$ cat src/rtl/uart_cmd_pkg.sv
// Shared types and constants for the UART command decoder.
// UART_CMD_CHECKSUM_EN selects the 5-byte checksummed frame; otherwise 4 bytes.
package uart_cmd_pkg;

  typedef enum logic [3:0] {
    HUNT,
    ADDR,
    DHI,
    DLO,
    CSUM,
    WRITE,
    ACK_WAIT,
    NAK_WAIT,
    SEND
  } state_t;

  localparam logic [7:0] DEF_HDR_BYTE = 8'hA5;
  localparam logic [7:0] DEF_ACK_BYTE = 8'h5A;
  localparam logic [7:0] DEF_NAK_BYTE = 8'hEE;

`ifdef UART_CMD_CHECKSUM_EN
  localparam int FRAME_LEN = 5;
`else
  localparam int FRAME_LEN = 4;
`endif

  function automatic logic [7:0] frame_csum(input logic [7:0] addr,
                                            input logic [7:0] dhi,
                                            input logic [7:0] dlo);
    return addr ^ dhi ^ dlo;
  endfunction

endpackage

$ cat src/rtl/uart_cmd_if.sv
// Byte receive, reply transmit and register-write signals of the command decoder.
// The master side is the decoder; the slave side is the UART and register bank.
interface uart_cmd_if;
  logic [7:0]  rx_reg;
  logic        rx_ready;
  logic        FE;
  logic        tx_ready;
  logic        tx_ena;
  logic [7:0]  tx_data;
  logic        reg_we;
  logic [7:0]  reg_addr;
  logic [15:0] reg_wdata;
  logic [7:0]  err_cnt;

  modport master (
    input  rx_reg, rx_ready, FE, tx_ready,
    output tx_ena, tx_data, reg_we, reg_addr, reg_wdata, err_cnt
  );

  modport slave (
    output rx_reg, rx_ready, FE, tx_ready,
    input  tx_ena, tx_data, reg_we, reg_addr, reg_wdata, err_cnt
  );
endinterface

$ cat src/rtl/uart_cmd_timeout.sv
// Inter-byte idle timer: reloads on clr or while disabled, counts down while enabled,
// and pulses expired once the full idle budget has elapsed.
module uart_cmd_timeout #(
  parameter int TIMEOUT_CYCLES = 200000
) (
  input  logic clk,
  input  logic rst,
  input  logic clr,
  input  logic en,
  output logic expired
);

  localparam int CW = $clog2(TIMEOUT_CYCLES);
  localparam logic [CW-1:0] LOAD = CW'(TIMEOUT_CYCLES - 1);

  logic [CW-1:0] cnt_q, cnt_d;

  always_comb begin
    cnt_d = cnt_q;
    if (clr || !en) begin
      cnt_d = LOAD;
    end else if (cnt_q != '0) begin
      cnt_d = cnt_q - 1'b1;
    end
  end

  always_ff @(posedge clk or posedge rst) begin
    if (rst) begin
      cnt_q <= LOAD;
    end else begin
      cnt_q <= cnt_d;
    end
  end

  assign expired = en && !clr && (cnt_q == '0);

endmodule

$ cat src/rtl/uart_cmd_decoder.sv
// Assembles UART bytes into register-write frames, issues the write and replies ACK/NAK.
// UART_CMD_CHECKSUM_EN adds the trailing checksum byte and checksum-mismatch NAK.
module uart_cmd_decoder
  import uart_cmd_pkg::*;
#(
  parameter int         TIMEOUT_CYCLES = 200000,
  parameter logic [7:0] HDR_BYTE       = DEF_HDR_BYTE,
  parameter logic [7:0] ACK_BYTE       = DEF_ACK_BYTE,
  parameter logic [7:0] NAK_BYTE       = DEF_NAK_BYTE
) (
  input  logic     clk_10M,
  input  logic     rst,
  uart_cmd_if.master bus
);

  state_t      state_q, state_d;
  logic [7:0]  addr_sh_q, addr_sh_d;
  logic [7:0]  dhi_sh_q, dhi_sh_d;
  logic [7:0]  dlo_sh_q, dlo_sh_d;
  logic        reg_we_q, reg_we_d;
  logic [7:0]  reg_addr_q, reg_addr_d;
  logic [15:0] reg_wdata_q, reg_wdata_d;
  logic        tx_ena_q, tx_ena_d;
  logic [7:0]  tx_data_q, tx_data_d;
  logic [7:0]  err_cnt_q, err_cnt_d;
  logic        err_inc;
  logic        in_frame;
  logic        byte_ok;
  logic        expired;

  assign in_frame = (state_q == ADDR) || (state_q == DHI) ||
                    (state_q == DLO)  || (state_q == CSUM);
  assign byte_ok  = bus.rx_ready && !bus.FE;

  uart_cmd_timeout #(
    .TIMEOUT_CYCLES(TIMEOUT_CYCLES)
  ) u_timeout (
    .clk     (clk_10M),
    .rst     (rst),
    .clr     (bus.rx_ready),
    .en      (in_frame),
    .expired (expired)
  );

  always_comb begin
    state_d     = state_q;
    addr_sh_d   = addr_sh_q;
    dhi_sh_d    = dhi_sh_q;
    dlo_sh_d    = dlo_sh_q;
    reg_we_d    = 1'b0;
    reg_addr_d  = reg_addr_q;
    reg_wdata_d = reg_wdata_q;
    tx_ena_d    = 1'b0;
    tx_data_d   = tx_data_q;
    err_inc     = 1'b0;

    unique case (state_q)
      HUNT: if (byte_ok && bus.rx_reg == HDR_BYTE) state_d = ADDR;
      ADDR: if (byte_ok) begin
        addr_sh_d = bus.rx_reg;
        state_d   = DHI;
      end
      DHI: if (byte_ok) begin
        dhi_sh_d = bus.rx_reg;
        state_d  = DLO;
      end
      DLO: if (byte_ok) begin
        dlo_sh_d = bus.rx_reg;
`ifdef UART_CMD_CHECKSUM_EN
        state_d  = CSUM;
`else
        state_d  = WRITE;
`endif
      end
`ifdef UART_CMD_CHECKSUM_EN
      CSUM: if (byte_ok) begin
        if (bus.rx_reg == frame_csum(addr_sh_q, dhi_sh_q, dlo_sh_q)) begin
          state_d = WRITE;
        end else begin
          state_d   = NAK_WAIT;
          tx_data_d = NAK_BYTE;
          err_inc   = 1'b1;
        end
      end
`endif
      // Two cycles here so the strobe is a registered one-cycle pulse before the reply.
      WRITE: if (!reg_we_q) begin
        reg_we_d    = 1'b1;
        reg_addr_d  = addr_sh_q;
        reg_wdata_d = {dhi_sh_q, dlo_sh_q};
      end else begin
        state_d   = ACK_WAIT;
        tx_data_d = ACK_BYTE;
      end
      ACK_WAIT, NAK_WAIT: if (bus.tx_ready) begin
        state_d  = SEND;
        tx_ena_d = 1'b1;
      end
      SEND:    state_d = HUNT;
      default: state_d = HUNT;
    endcase

    // FE beats a same-cycle byte; a same-cycle byte beats the timeout.
    if (in_frame) begin
      if (bus.FE) begin
        state_d   = NAK_WAIT;
        tx_data_d = NAK_BYTE;
        err_inc   = 1'b1;
      end else if (!bus.rx_ready && expired) begin
        state_d = HUNT;
        err_inc = 1'b1;
      end
    end

    err_cnt_d = err_cnt_q;
    if (err_inc && err_cnt_q != 8'hFF) err_cnt_d = err_cnt_q + 8'd1;
  end

  always_ff @(posedge clk_10M or posedge rst) begin
    if (rst) begin
      state_q     <= HUNT;
      addr_sh_q   <= '0;
      dhi_sh_q    <= '0;
      dlo_sh_q    <= '0;
      reg_we_q    <= 1'b0;
      reg_addr_q  <= '0;
      reg_wdata_q <= '0;
      tx_ena_q    <= 1'b0;
      tx_data_q   <= '0;
      err_cnt_q   <= '0;
    end else begin
      state_q     <= state_d;
      addr_sh_q   <= addr_sh_d;
      dhi_sh_q    <= dhi_sh_d;
      dlo_sh_q    <= dlo_sh_d;
      reg_we_q    <= reg_we_d;
      reg_addr_q  <= reg_addr_d;
      reg_wdata_q <= reg_wdata_d;
      tx_ena_q    <= tx_ena_d;
      tx_data_q   <= tx_data_d;
      err_cnt_q   <= err_cnt_d;
    end
  end

  assign bus.reg_we    = reg_we_q;
  assign bus.reg_addr  = reg_addr_q;
  assign bus.reg_wdata = reg_wdata_q;
  assign bus.tx_ena    = tx_ena_q;
  assign bus.tx_data   = tx_data_q;
  assign bus.err_cnt   = err_cnt_q;

endmodule
$ cat src/flat_wrapper.sv
// flat-port wrapper written by rule: the top's interface ports become plain ports
module uart_cmd_decoder_flat import uart_cmd_pkg::*;
#(
  parameter int         TIMEOUT_CYCLES = 200000,
  parameter logic [7:0] HDR_BYTE       = DEF_HDR_BYTE,
  parameter logic [7:0] ACK_BYTE       = DEF_ACK_BYTE,
  parameter logic [7:0] NAK_BYTE       = DEF_NAK_BYTE
)
  (clk_10M, rst, bus_rx_reg, bus_rx_ready, bus_FE, bus_tx_ready, bus_tx_ena, bus_tx_data, bus_reg_we, bus_reg_addr, bus_reg_wdata, bus_err_cnt);
  uart_cmd_if bus_i ();
  input  logic clk_10M;
  input  logic rst;
  input wire logic [$bits(bus_i.rx_reg)-1:0] bus_rx_reg;
  input wire logic [$bits(bus_i.rx_ready)-1:0] bus_rx_ready;
  input wire logic [$bits(bus_i.FE)-1:0] bus_FE;
  input wire logic [$bits(bus_i.tx_ready)-1:0] bus_tx_ready;
  output wire logic [$bits(bus_i.tx_ena)-1:0] bus_tx_ena;
  output wire logic [$bits(bus_i.tx_data)-1:0] bus_tx_data;
  output wire logic [$bits(bus_i.reg_we)-1:0] bus_reg_we;
  output wire logic [$bits(bus_i.reg_addr)-1:0] bus_reg_addr;
  output wire logic [$bits(bus_i.reg_wdata)-1:0] bus_reg_wdata;
  output wire logic [$bits(bus_i.err_cnt)-1:0] bus_err_cnt;
  assign bus_i.rx_reg = bus_rx_reg;
  assign bus_i.rx_ready = bus_rx_ready;
  assign bus_i.FE = bus_FE;
  assign bus_i.tx_ready = bus_tx_ready;
  assign bus_tx_ena = bus_i.tx_ena;
  assign bus_tx_data = bus_i.tx_data;
  assign bus_reg_we = bus_i.reg_we;
  assign bus_reg_addr = bus_i.reg_addr;
  assign bus_reg_wdata = bus_i.reg_wdata;
  assign bus_err_cnt = bus_i.err_cnt;
  uart_cmd_decoder #(.TIMEOUT_CYCLES(TIMEOUT_CYCLES), .HDR_BYTE(HDR_BYTE), .ACK_BYTE(ACK_BYTE), .NAK_BYTE(NAK_BYTE)) u_core (.clk_10M(clk_10M), .rst(rst), .bus(bus_i));
endmodule
$ cat config.mk
export PLATFORM = sky130hd
export DESIGN_NAME = uart_cmd_decoder_flat
export DESIGN_NICKNAME = d
export VERILOG_FILES = /design/src/rtl/uart_cmd_pkg.sv /design/src/rtl/uart_cmd_if.sv /design/src/rtl/uart_cmd_timeout.sv /design/src/rtl/uart_cmd_decoder.sv /design/src/flat_wrapper.sv
export SDC_FILE = /design/constraint.sdc
export NUM_CORES = 1
export LEC_CHECK = 0
export ABC_AREA = 0
export CAP_MARGIN = 20
export CORE_AREA = 2 2 73 127
export DETAILED_ROUTE_END_ITERATION = 8
export DIE_AREA = 0 0 75 129
export HOLD_SLACK_MARGIN = 0.08
export PLACE_DENSITY = 0.72
export SYNTH_ARGS = -nofsm -noshare
export SYNTH_HDL_FRONTEND = slang
export SYNTH_SLANG_ARGS = --single-unit
$ cat constraint.sdc
create_clock -name clk_10M -period 5.95 [get_ports clk_10M]
set_input_delay 0.595 -clock clk_10M [delete_from_list [all_inputs] [get_ports clk_10M]]
set_output_delay 0.595 -clock clk_10M [all_outputs]
set_load 0.01 [all_outputs]
# Word level (Yosys, flattened, before mapping)
# Index checks and enable logic that the tools add are counted.
# Widths: inputs -> output; s select.
[word_totals]
regBits = 88
output_inout_bits = 42
[op_classes]
bitwise_logic = 1
addsub = 2
n_mux = 23
eq_ne = 9
n_reduce_logical = 22
[op_table]
columns = ["cell", "count"]
rows = [
  ["$mux 18", 2],
  ["$mux 4", 9],
  ["$mux 8", 4],
  ["$pmux 4 s6", 1],
  ["$logic_not 18->1", 1],
  ["$reduce_bool 18->1", 1],
  ["$sub 18x1->18 const B", 1],
  ["$eq 4x3->1 const B", 4],
  ["$add 8x1->8 const B", 1],
  ["$eq 4x2->1 const B", 2],
  ["$eq 8x8->1 const B", 1],
  ["$ne 8x8->1 const B", 1],
  ["$reduce_and 2->1", 4],
  ["$mux 1", 7],
  ["$logic_and 1x1->1", 6],
  ["$eq 4x1->1 const B", 1],
  ["$logic_not 4->1", 1],
  ["$logic_or 1x1->1", 4],
  ["$logic_not 1->1", 3],
  ["$reduce_bool 2->1", 1],
  ["$reduce_or 2->1", 1],
  ["$not 1->1", 1],
]

# Logic depth before layout (Yosys ltp)
[depth]
word_depth = 11
depth_mapped = 7

# By module
# Synthesis repeated with hierarchy kept, for this count alone.
[hier_totals]
cells_unflattened = 318
hier_area_um2 = 3958.8
[by_module_without_submodules]
columns = ["module", "seq_area_each_um2", "n_inst", "area_each_um2", "cells_per_inst"]
rows = [
  ["uart_cmd_decoder", 1751.7, 1, 2876.5, 203],
  ["uart_cmd_timeout", 464.2, 1, 1082.3, 115],
]

# Least setup slack after synthesis
# No wires, ideal clock.
[synth_timing]
path_type = "reg2reg"
from = "register u_core.u_timeout.cnt_q[0]"
to = "register u_core.err_cnt_q[1] (netlist: u_core.bus.err_cnt[1])"
t_arrival_ps = 2000
required_time_ps = 5825
setup_slack_ps = 3825
period_less_slack_ps = 2125
path_stages_with_launch = 8
path_cell_list = "dfstp_2 inv_1 ha_1 nor4b_1 nand4_4 o21ai_4 and2_2 mux2_2"
[synth_via]
elab_chain_cells = 7
[synth_rtl]
columns = ["item", "line", "rtl"]
rows = [
  ["start, declared", "uart_cmd_timeout.sv:16", "logic [CW-1:0] cnt_q, cnt_d;"],
  ["start signal, assigned", "uart_cmd_timeout.sv:31", "cnt_q <= cnt_d;"],
  ["$logic_not 18->1", "uart_cmd_timeout.sv:35", "assign expired = en && !clr && (cnt_q == '0);"],
  ["$logic_and 1x1->1", "uart_cmd_timeout.sv:35", ""],
  ["$logic_and 1x1->1", "uart_cmd_decoder.sv:109", "end else if (!bus.rx_ready && expired) begin"],
  ["$mux 1", "uart_cmd_decoder.sv:109", ""],
  ["$mux 1", "uart_cmd_decoder.sv:105", "if (bus.FE) begin"],
  ["$mux 1", "uart_cmd_decoder.sv:104", "if (in_frame) begin"],
  ["$logic_and 1x1->1", "uart_cmd_decoder.sv:116", "if (err_inc && err_cnt_q != 8'hFF) err_cnt_d = err_cnt_q + 8'd1;"],
  ["end signal, assigned", "uart_cmd_decoder.sv:141", "err_cnt_q <= err_cnt_d;"],
  ["end, declared", "uart_cmd_decoder.sv:25", "logic [7:0] err_cnt_q, err_cnt_d;"],
]
# No other way between the ends.
# A chain may end at the register's enable or synchronous reset.

# Final worst setup path
# Same ends and word-level chain as after synthesis.

==> flow_summary_export.csv <==
group,metric,value,unit
run_status,status,"finished, final reports clean",
yosys,synthCells,301,
yosys,async_reset_ff_frac,1.00,
cells_and_area,layout_common_cells,"dfrtp_1 (77), clkdlybuf4s50_1 (54), mux2_2 (49), nand2_1 (25), nor2_1 (17)",
drt,drtIter0Drc,90,
drt,routedWlPerCell,16.0,µm
yosys,synth_xor_xnor_area_share,0.0275,
global_routing,grt_pass1_vias,2624,
pwr,p_leak,0.00196,µW
clock_network,cts_buffer_depth,2,
yosys,synth_top_family_by_area,"multiplexers",
clock_network,clockRootBuffer,"clkbuf_16",
global_routing,grt_max_degree,76,
yosys,ys_seq_area_frac,0.580,
yosys,synth.mux.area_fraction,0.158,
sta,min_period_over_period,0.405,
min_path,hold_path.class,"reg2reg",
cells_and_area,final_util,0.556,
run,cap_violations,0,
drt,via_count,2518,
yosys,yosys_warnings,0,
placement,dp_cells,469,
cells_and_area,final_common_cell,"dfrtp_1",
global_routing,grt_util_met2,0.292,
cells_and_area,nNetsFinal,379,
clock_network,post_cts_buffers,0,
yosys,synth-simple-area-share,0.143,
cells_and_area,area_delta_synth_final,25.3,%
clock_network,cts_tree,"yes",
pwr,peakVddDrop,0.295,mV
clock_network,insertion_delay,0.34,ns
sta,clock_skew,0.00866,ns
sta,fmax,415,MHz
floorplan,io_pins,55,
critical_path,slowest_delay,0.47,ns
drt,detail-route-antenna-nets,0,
global_routing,grt_overflow_total,0,
clock_network,clk_pin_slew,0.07,ns
sta,tightestPinTransition,0.926,ns
drt,routed_via_density,5.19,
sta,slew_headroom,0.383,
yosys,synth.top_cells.by_area,"dfrtp_1 (50%), mux2_2 (14%), dfstp_2 (7.6%)",
clock_network,cts_htree_levels,3,
global_routing,grt_pass1_wl,12900,µm
cells_and_area,diodes,0,
yosys,post_synth_num_cell_types,52,
sta,hold_viol,0,
yosys,synth_top_area_share,0.504,
yosys,synth-main-ff-cell,"dfrtp_1",
global_routing,grt_use_met3,0.0282,
floorplan,coreArea,8610,µm²
global_routing,antenna_found_initial,0,
critical_path,crit_type,"reg2reg",
critical_path,cpMaxStageDelayCell,"nor4b_1",
sta,maxSlewViolCount,0,
yosys,syn_avg_cell_area,12.7,µm²
placement,dpl.hpwl,5510,µm
critical_path,crit_required,6.18,ns
yosys,synth-compound-area-share,0.0655,
cells_and_area,fin_cells,485,
floorplan,start_util,0.444,
critical_path,worstPathArrival,2.64,ns
global_routing,grt_busiest_layer,"met2",
global_routing,grt_usage,0.178,
critical_path,setup.worst_path.end_class,"register",
critical_path,cp_max_fo,10,
critical_path,start_kind,"register",
clock_network,cts_buffers,9,
yosys,synth_seq_cells,88,
drt,drcViolationCount,0,
sta,rsz0062_at_grt,"false",
clock_network,cts_sinks,88,
global_routing,use_met1,0.220,
pwr,powerDensity,466,nW/µm²
floorplan,die_y,129,µm
placement,globalplace.congestion,0.819,
yosys,synth_edf_count,0,
yosys,synth_fa_ha_area_frac,0.00982,
drt,first_pass_iters,4,
clock_network,cts_hold_buffers,0,
sta,fin_crit,2.41,ns
yosys,post-synth-top-area-cell,"dfrtp_1",
yosys,synth.net_count,317,
floorplan,die_area,9680,µm²
sta,fin_setup_tns,0,ns
clock_network,postCtsResizedCells,0,
placement,numPortBuffers,54,
floorplan,die_x,75,µm
pwr,power,2230,µW
critical_path,critical_path.cell_chain,"inv_1 > ha_1 > nor4b_1 > nand4_4 > o21ai_4 > and2_2 > mux2_2",
sta,setup_viol,0,
floorplan,placementRows,45,
yosys,netlist_area,3820,µm²
drt,wirelength,7740,µm
cells_and_area,drive_above_1_share,0.261,
[state kept, by name (all words and copies together), names as in the netlist, 4 cells and up]
register,count
u_core.u_timeout.cnt_q,18
u_core.dlo_sh_q,8
u_core.bus.reg_wdata,16
u_core.bus.err_cnt,8
u_core.bus.reg_addr,8
u_core.state_q,4
u_core.bus.tx_data,8
u_core.addr_sh_q,8
u_core.dhi_sh_q,8
[cells in the mapped netlist, types with 2 or more instances]
library cell  count
a21oi_1           8
a41oi_1           4
and3_1            4
buf_2             2
clkbuf_1          3
dfrtp_1          77
dfstp_2          11
ha_1              3
inv_1             9
mux2_1            2
mux2_2           49
mux2i_1           3
nand2_1          25
nand3_1          10
nand4_1           5
nand4b_1          3
nor2_1           18
nor2b_1           2
nor3_1            4
nor4_1            2
nor4_2            2
nor4b_1           2
o211ai_1          2
o21ai_0           4
o31ai_1           5
or2_2             3
or3_1             4
xnor2_1           3
xor2_1            9
[worst max-delay path, delay by kind of cell (launching register included)]
family / cells / cell delay (ns)
muxes: 1 / 0.34
DFF: 1 / 0.39
AOI/OAI and AO/OA: 1 / 0.34
adders and majority gates: 1 / 0.18
buffers and inverters: 1 / 0.11
and+or+nand+nor: 3 / 0.95
[per-layer routing]
layer,share of wire,vias up
met5,0,-
met4,0.024,0
met3,0.035,14
met2,0.52,64
met1,0.42,1225
li1,-,1215
[per-stage QoR]
| stage | setup WS (ns) | instance area, µm² | hold slack, ns |
|---|---|---|---|
| 3_3_place_gp | 3.45 | 4510 | 0.452 |
| 5_1_grt | 3.40 | 4790 | 0.484 |
| 6_report | 3.54 | 4790 | 0.467 |
| 2_1_floorplan | 3.09 | 3820 | 0.474 |
| 3_5_place_dp | 3.41 | 4510 | 0.453 |
| 4_1_cts | 3.52 | 4790 | 0.468 |
[worst paths after layout]
| check | start | slack (ns) | end | cells after the start |
|---|---|---|---|---|
| setup / recovery | u_core.u_timeout.cnt_q[0]$_DFFE_PP1P_ | 3.54 | u_core.bus.err_cnt[1]$_DFFE_PP0P_ | 7 |
| hold / removal | u_core.bus.tx_data[3]$_DFF_PP0_ | 0.47 | u_core.bus.tx_data[3]$_DFF_PP0_ | 1 |
| setup reg to reg | u_core.u_timeout.cnt_q[0]$_DFFE_PP1P_ | 3.54 | u_core.bus.err_cnt[1]$_DFFE_PP0P_ | 7 |
| hold reg to reg | u_core.bus.tx_data[3]$_DFF_PP0_ | 0.47 | u_core.bus.tx_data[3]$_DFF_PP0_ | 1 |
| max in group asynchronous | rst | 4.26 | u_core.bus.tx_data[0]$_DFF_PP0_ | 3 |
| min in group asynchronous | rst | 0.49 | u_core.bus.reg_wdata[8]$_DFFE_PP0P_ | 2 |
[power by group]
part / leakage (µW) / internal [µW] / switching [µW]
clock: 0.000139 / 296 / 233
sequential: 0.00106 / 812 / 151
combinational: 0.000758 / 432 / 310
total: 0.00196 / 1540 / 695
[kinds of logic (layout without fill, tap and decap cells)]
family	Yosys count	after routing
compound gates	34	34
xor+xnor	12	12
fa+ha+maj	3	3
buf+inv	15	82
flops	88	88
mux	54	54
simple gates	95	95
[layout make-up]
cell class,count,area (µm²)
Clock inverter,6,43.8
Fill cell,717,3820
Inverter,9,35.0
Timing Repair Buffer,57,563
Clock buffer,10,239
Sequential cell,88,2220
Tap cell,117,146
Multi-Input combinational cell,198,1550
Note: power is estimated with default switching activity, not from simulation.
